File: src/rtl/epp_bram_bridge.sv
// EPP host port bridged to an AW-bit BRAM: address pointer with auto-increment/wrap, data, control/status.
// Define EPP_SEQ_PORT_EN to enable the write-only sequencer data port at register 0x04.
module epp_bram_bridge #(
  parameter int unsigned AW          = 12,
  parameter int unsigned SYNC_STAGES = 2
) (
  input  logic          clk,
  input  logic          rst_n,
  input  logic          stbAddr,
  input  logic          stbData,
  input  logic          ctrlWr,
  input  logic [7:0]    busEppIn,
  output logic [7:0]    busEppOut,
  output logic          eppWait,
  output logic [AW-1:0] busBramAddr,
  input  logic [7:0]    busBramIn,
  output logic [7:0]    busBramOut,
  output logic          ctrlWeBram,
  output logic          clkBram,
  input  logic          stmBusy,
  output logic          wr_seq,
  output logic [7:0]    dato_seq
);
  localparam int unsigned HW = AW - 8;
  localparam logic [7:0] A_PTR_LO = 8'h00;
  localparam logic [7:0] A_PTR_HI = 8'h01;
  localparam logic [7:0] A_DATA   = 8'h02;
  localparam logic [7:0] A_CTRL   = 8'h03;
`ifdef EPP_SEQ_PORT_EN
  localparam logic [7:0] A_SEQ    = 8'h04;
`endif

  typedef enum logic [2:0] {IDLE, DECODE, BRAM_RD, STALL, ACK} state_t;
  state_t state, nextState;

  logic [SYNC_STAGES-1:0] syncA, syncD;
  logic aLowQ, dLowQ, aLow, dLow, fallA, fallD;
  logic go, curData, collide, incNow;
  logic isData, isRd, stalled;
  logic autoInc, wrapFlag, collision;
  logic [AW-1:0] ptr;
  logic [7:0] eppAddr;

  assign clkBram     = clk;
  assign busBramAddr = ptr;

  // Strobe synchronisers; idle level of the EPP strobes is high
  always_ff @(posedge clk or negedge rst_n) begin
    if (!rst_n) begin
      syncA <= '1;
      syncD <= '1;
      aLowQ <= 1'b0;
      dLowQ <= 1'b0;
    end else begin
      syncA <= {syncA[SYNC_STAGES-2:0], stbAddr};
      syncD <= {syncD[SYNC_STAGES-2:0], stbData};
      aLowQ <= aLow;
      dLowQ <= dLow;
    end
  end

  assign aLow  = ~syncA[SYNC_STAGES-1];
  assign dLow  = ~syncD[SYNC_STAGES-1];
  assign fallA = aLow & ~aLowQ;
  assign fallD = dLow & ~dLowQ;

  always_ff @(posedge clk or negedge rst_n) begin
    if (!rst_n) state <= IDLE;
    else        state <= nextState;
  end

  // go marks the edge on which an access is performed (entry into DECODE)
  always_comb begin
    nextState = state;
    go        = 1'b0;
    curData   = isData;
    collide   = 1'b0;
    case (state)
      IDLE: begin
        if (fallA || fallD) begin
          if (aLow && dLow) begin
            collide = 1'b1;
          end else begin
            go        = 1'b1;
            curData   = dLow;
            nextState = DECODE;
          end
        end
      end
      DECODE: begin
        if (stalled)                                 nextState = STALL;
        else if (isData && isRd && eppAddr == A_DATA) nextState = BRAM_RD;
        else                                          nextState = ACK;
      end
      BRAM_RD: nextState = ACK;
      STALL: begin
        if (!stmBusy) begin
          go        = 1'b1;
          nextState = DECODE;
        end
      end
      ACK: begin
        if (isData ? !dLow : !aLow) nextState = IDLE;
      end
      default: nextState = IDLE;
    endcase
  end

  assign incNow = autoInc &&
                  ((state == DECODE && !stalled && isData && !isRd && eppAddr == A_DATA) ||
                   state == BRAM_RD);

  always_ff @(posedge clk or negedge rst_n) begin
    if (!rst_n) begin
      busEppOut  <= 8'h00;
      eppWait    <= 1'b0;
      busBramOut <= 8'h00;
      ctrlWeBram <= 1'b0;
      eppAddr    <= 8'h00;
      ptr        <= '0;
      autoInc    <= 1'b1;
      wrapFlag   <= 1'b0;
      collision  <= 1'b0;
      isData     <= 1'b0;
      isRd       <= 1'b0;
      stalled    <= 1'b0;
    end else begin
      ctrlWeBram <= 1'b0;
      eppWait    <= (nextState == ACK);
      if (collide) collision <= 1'b1;
      if (go) begin
        isData  <= curData;
        isRd    <= ctrlWr;
        stalled <= 1'b0;
        if (!curData) begin
          if (!ctrlWr) eppAddr   <= busEppIn;
          else         busEppOut <= eppAddr;
        end else if (eppAddr == A_DATA && stmBusy) begin
          stalled <= 1'b1;
        end else if (!ctrlWr) begin
          case (eppAddr)
            A_PTR_LO: ptr[7:0]    <= busEppIn;
            A_PTR_HI: ptr[AW-1:8] <= busEppIn[HW-1:0];
            A_DATA: begin
              ctrlWeBram <= 1'b1;
              busBramOut <= busEppIn;
            end
            A_CTRL: begin
              autoInc <= busEppIn[0];
              if (busEppIn[1]) wrapFlag  <= 1'b0;
              if (busEppIn[6]) collision <= 1'b0;
            end
            default: ;
          endcase
        end else begin
          case (eppAddr)
            A_PTR_LO: busEppOut <= ptr[7:0];
            A_PTR_HI: busEppOut <= 8'(ptr[AW-1:8]);
            A_DATA:   ;
            A_CTRL:   busEppOut <= {stmBusy, collision, 4'b0000, wrapFlag, autoInc};
            default:  busEppOut <= 8'h00;
          endcase
        end
      end
      // BRAM data arrives one cycle after the address was presented in DECODE
      if (state == BRAM_RD) busEppOut <= busBramIn;
      if (incNow) begin
        ptr <= ptr + AW'(1);
        if (&ptr) wrapFlag <= 1'b1;
      end
    end
  end

`ifdef EPP_SEQ_PORT_EN
  always_ff @(posedge clk or negedge rst_n) begin
    if (!rst_n) begin
      wr_seq   <= 1'b0;
      dato_seq <= 8'h00;
    end else begin
      wr_seq <= 1'b0;
      if (go && curData && !ctrlWr && eppAddr == A_SEQ) begin
        wr_seq   <= 1'b1;
        dato_seq <= busEppIn;
      end
    end
  end
`else
  assign wr_seq   = 1'b0;
  assign dato_seq = 8'h00;
`endif

endmodule
File: config.mk
export PLATFORM = sky130hd
export DESIGN_NAME = epp_bram_bridge
export DESIGN_NICKNAME = d
export VERILOG_FILES = /design/src/rtl/epp_bram_bridge.sv
export SDC_FILE = /design/constraint.sdc
export NUM_CORES = 1
export LEC_CHECK = 0
export CAP_MARGIN = 30
export CORE_MARGIN = 5
export CORE_UTILIZATION = 25
export DETAILED_ROUTE_END_ITERATION = 7
export PLACE_DENSITY_LB_ADDON = 0.12
export SLEW_MARGIN = 20
export SYNTH_ARGS = -nofsm -noshare
export SYNTH_HDL_FRONTEND = slang
export SYNTH_SLANG_ARGS = --single-unit
File: constraint.sdc
create_clock -name clk -period 2.02 [get_ports clk]
set_input_delay 0.303 -clock clk [delete_from_list [all_inputs] [get_ports clk]]
set_output_delay 0.303 -clock clk [all_outputs]
set_load 0.1 [all_outputs]
==> results.toml <==
[global_routing]
grt_max_degree = 34
track_usage_pct = 12.36
grt_pass1_wl_um = 12780
grt_pass1_vias = 2433
antenna_found_initial = 0
grt_overflow = 0

[cells_and_area]
layout.cells.non_filler = 501
fin_util_pct = 36.99
diodes = 0
nNetsFinal = 383
final_area_mm2 = 0.004045
syn_to_final_growth_pct = 44.33
drive_gt1_share_pct = 36.84

[die]
die-area_mm2 = 0.01343
die_x_um = 115.9
die_y_um = 115.9
start_util_pct = 25.63
rows = 38
io_pins = 62
core_area_mm2 = 0.01094

[critical_path]
ff2ff_setup_slack_ns = 0.007
ff2ff_path_depth = 7
path_class = "register to register"
cp.required_ns = 2.31
crit_path_max_fanout = 11
setup.worst_path.end_class = "register"
crit_path_start_kind = "register"
worstReg2RegEnd = "busBramOut[5]"
crit_path_end = "busBramOut[5]"
timing.rr.start = "syncD[1]"
startpoint = "syncD[1]"
critPathArrivalTime_ns = 2.30

[hold_path]
hold_depth = 1
hold_path_class = "primary input to register"

[detailed_routing]
drt_iter0_markers = 108
vias = 2339
dr.pass1.iters = 6
drc_errors = 0
wirelength_um = 8060
wl_per_cell_um = 16.09
ant_nets = 0
viasPerCell = 4.669

[clocking]
cts_tree = "built"
clock_latency_ns = 0.40
clk_pin_slew_ns = 0.07

[synthesis]
async_flop_share_pct = 100.0
synth_warnings = 0
synth_cell_types = 55
yosysSeqAreaShare_pct = 47.54
synth_top_area_share_pct = 42.86
syn-cell-area_mm2 = 0.002803
synth_area_leaders = "dfrtp_1 43%, dfstp_2 4.7%, mux2_2 4.0%"
synth_seq_cells = 53
post-synth-top-count-cell = "dfrtp_1"
synth_ff_type = "dfrtp_1"
synth_top_area_cell = "dfrtp_1"
syn_inst = 266
syn_avg_cell_area_um2 = 10.54
synth-edff-count = 0
synthTopCellsByCount = "48 x dfrtp_1, 25 x nand2_1, 25 x nor2_1, 12 x buf_4"

[timing]
finalMaxSlewViolations = 0
tightest_slew_ns = 0.5389
fin_crit_ns = 2.013
fin_setup_tns_ns = 0
finalCritPeriodShare_pct = 99.65
max_freq_ghz = 0.4968
setup_viol = 0
slew-limit-headroom_pct = 64.07
timing.clock.skew_ns = 0.007190
rsz0062_at_grt = "true"
finalHoldViolCount = 0

[placed_design]
place_inst = 477
io_buffers = 52
placed_cell_area_mm2 = 0.003570
dpl.hpwl_um = 5960
gp_congestion = 0.7721

[flow_run]
drv_cap = 0

[pwr]
p_leak_nw = 1.849
ir_worst_vdd_mv = 1.349
powerDensity_mw_per_mm2 = 1582
total_power_w = 0.006399

[status]
status = "complete, no violations"
-- critical path, cell delays in order (launching register included) --
cell and delay, ns:
dfstp_2 0.54, nor3b_4 0.23, nand2b_1 0.14, and2_4 0.17, clkinv_4 0.10, and4b_2 0.27, buf_12 0.15, mux2_1 0.31
-- repair_timing --
action	CTS	global route
hold endpoints to repair	20	0
gates resized for setup	16	13
hold buffers	1	0
endpoints found under the setup margin	28	28
buffers inserted	4	8
pin swaps	2	6
-- through the flow --
stage / hold WS, ns / setup slack [ns]
6_report: 0.3061 / 0.007142
5_1_grt: 0.3101 / -0.07016
4_1_cts: 0.3052 / -0.002005
3_5_place_dp: 0.3223 / -0.2326
3_3_place_gp: 0.3253 / -0.2326
2_1_floorplan: 0.007409 / 0.01372
-- layout make-up --
cell class	count	area [um2]
sequential	53	1336
inverter	10	42.54
tap	140	175.2
fill	1112	6890
timing repair buffer	98	823.3
multi-input combinational	188	1421
clock buffer	12	246.5
-- where the power goes --
group / switching [W] / internal, W
clock: 0.000592 / 0.000841
sequential: 0.000366 / 0.00138
combinational: 0.00227 / 0.000957
total: 0.00322 / 0.00318
-- cell usage in the layout, fill, tap and decap left out, drive strengths merged, types with 3 or more instances in the layout --
cell type,count
inv,9
nor3,8
mux2,18
a21oi,9
and3,8
nor2,25
nor3b,4
nor4,3
buf,77
nand4,5
clkbuf,12
a211oi,7
mux2i,6
conb,9
dfrtp,48
nand3,5
a22oi,4
o211ai,4
o31ai,5
o211a,3
clkdlybuf4s50,20
dfstp,5
o21ai,11
o22ai,3
nand2,27
a31oi,3
-- worst min-delay path by stage --
stage / endpoint / slack [ns] / startpoint
after floorplan: aLowQ / 0.007 / rst_n
after global placement: busBramOut[0] / 0.33 / rst_n
after detailed placement: ctrlWeBram / 0.32 / rst_n
after CTS: syncA[0] / 0.31 / stbAddr
after global routing: syncA[0] / 0.31 / stbAddr
final: syncA[0] / 0.31 / stbAddr
-- flip-flops by register name (all words and copies together), names as in the netlist --
name,cells
dLowQ,1
isData,1
state,3
ctrlWeBram,1
isRd,1
autoInc,1
syncA,2
eppAddr,8
eppWait,1
busBramOut,8
syncD,2
aLowQ,1
wrapFlag,1
busEppOut,8
collision,1
stalled,1
busBramAddr,12
-- routing by layer --
layer	GRT usage [%]	vias to the layer above	wire (um)	part of all wire, %
met5	0	-	0	0
met4	4.022	0	76	0.94
met3	3.081	3	435	5.4
met2	19.26	53	3662	45
met1	16.86	1142	3886	48
li1	-	1141	-	-
-- logic make-up after synthesis --
kind of cell / count (synthesis) / synth area share [%]
buf+inv: 33 / 7.321
flops: 53 / 47.54
simple gates: 93 / 18.57
compound gates: 60 / 16.29
fa+ha+maj: 1 / 0.4464
mux: 24 / 9.375
other cells: 1 / 0.1338
xor+xnor: 1 / 0.3126
Power figures use the tool's default switching activity.
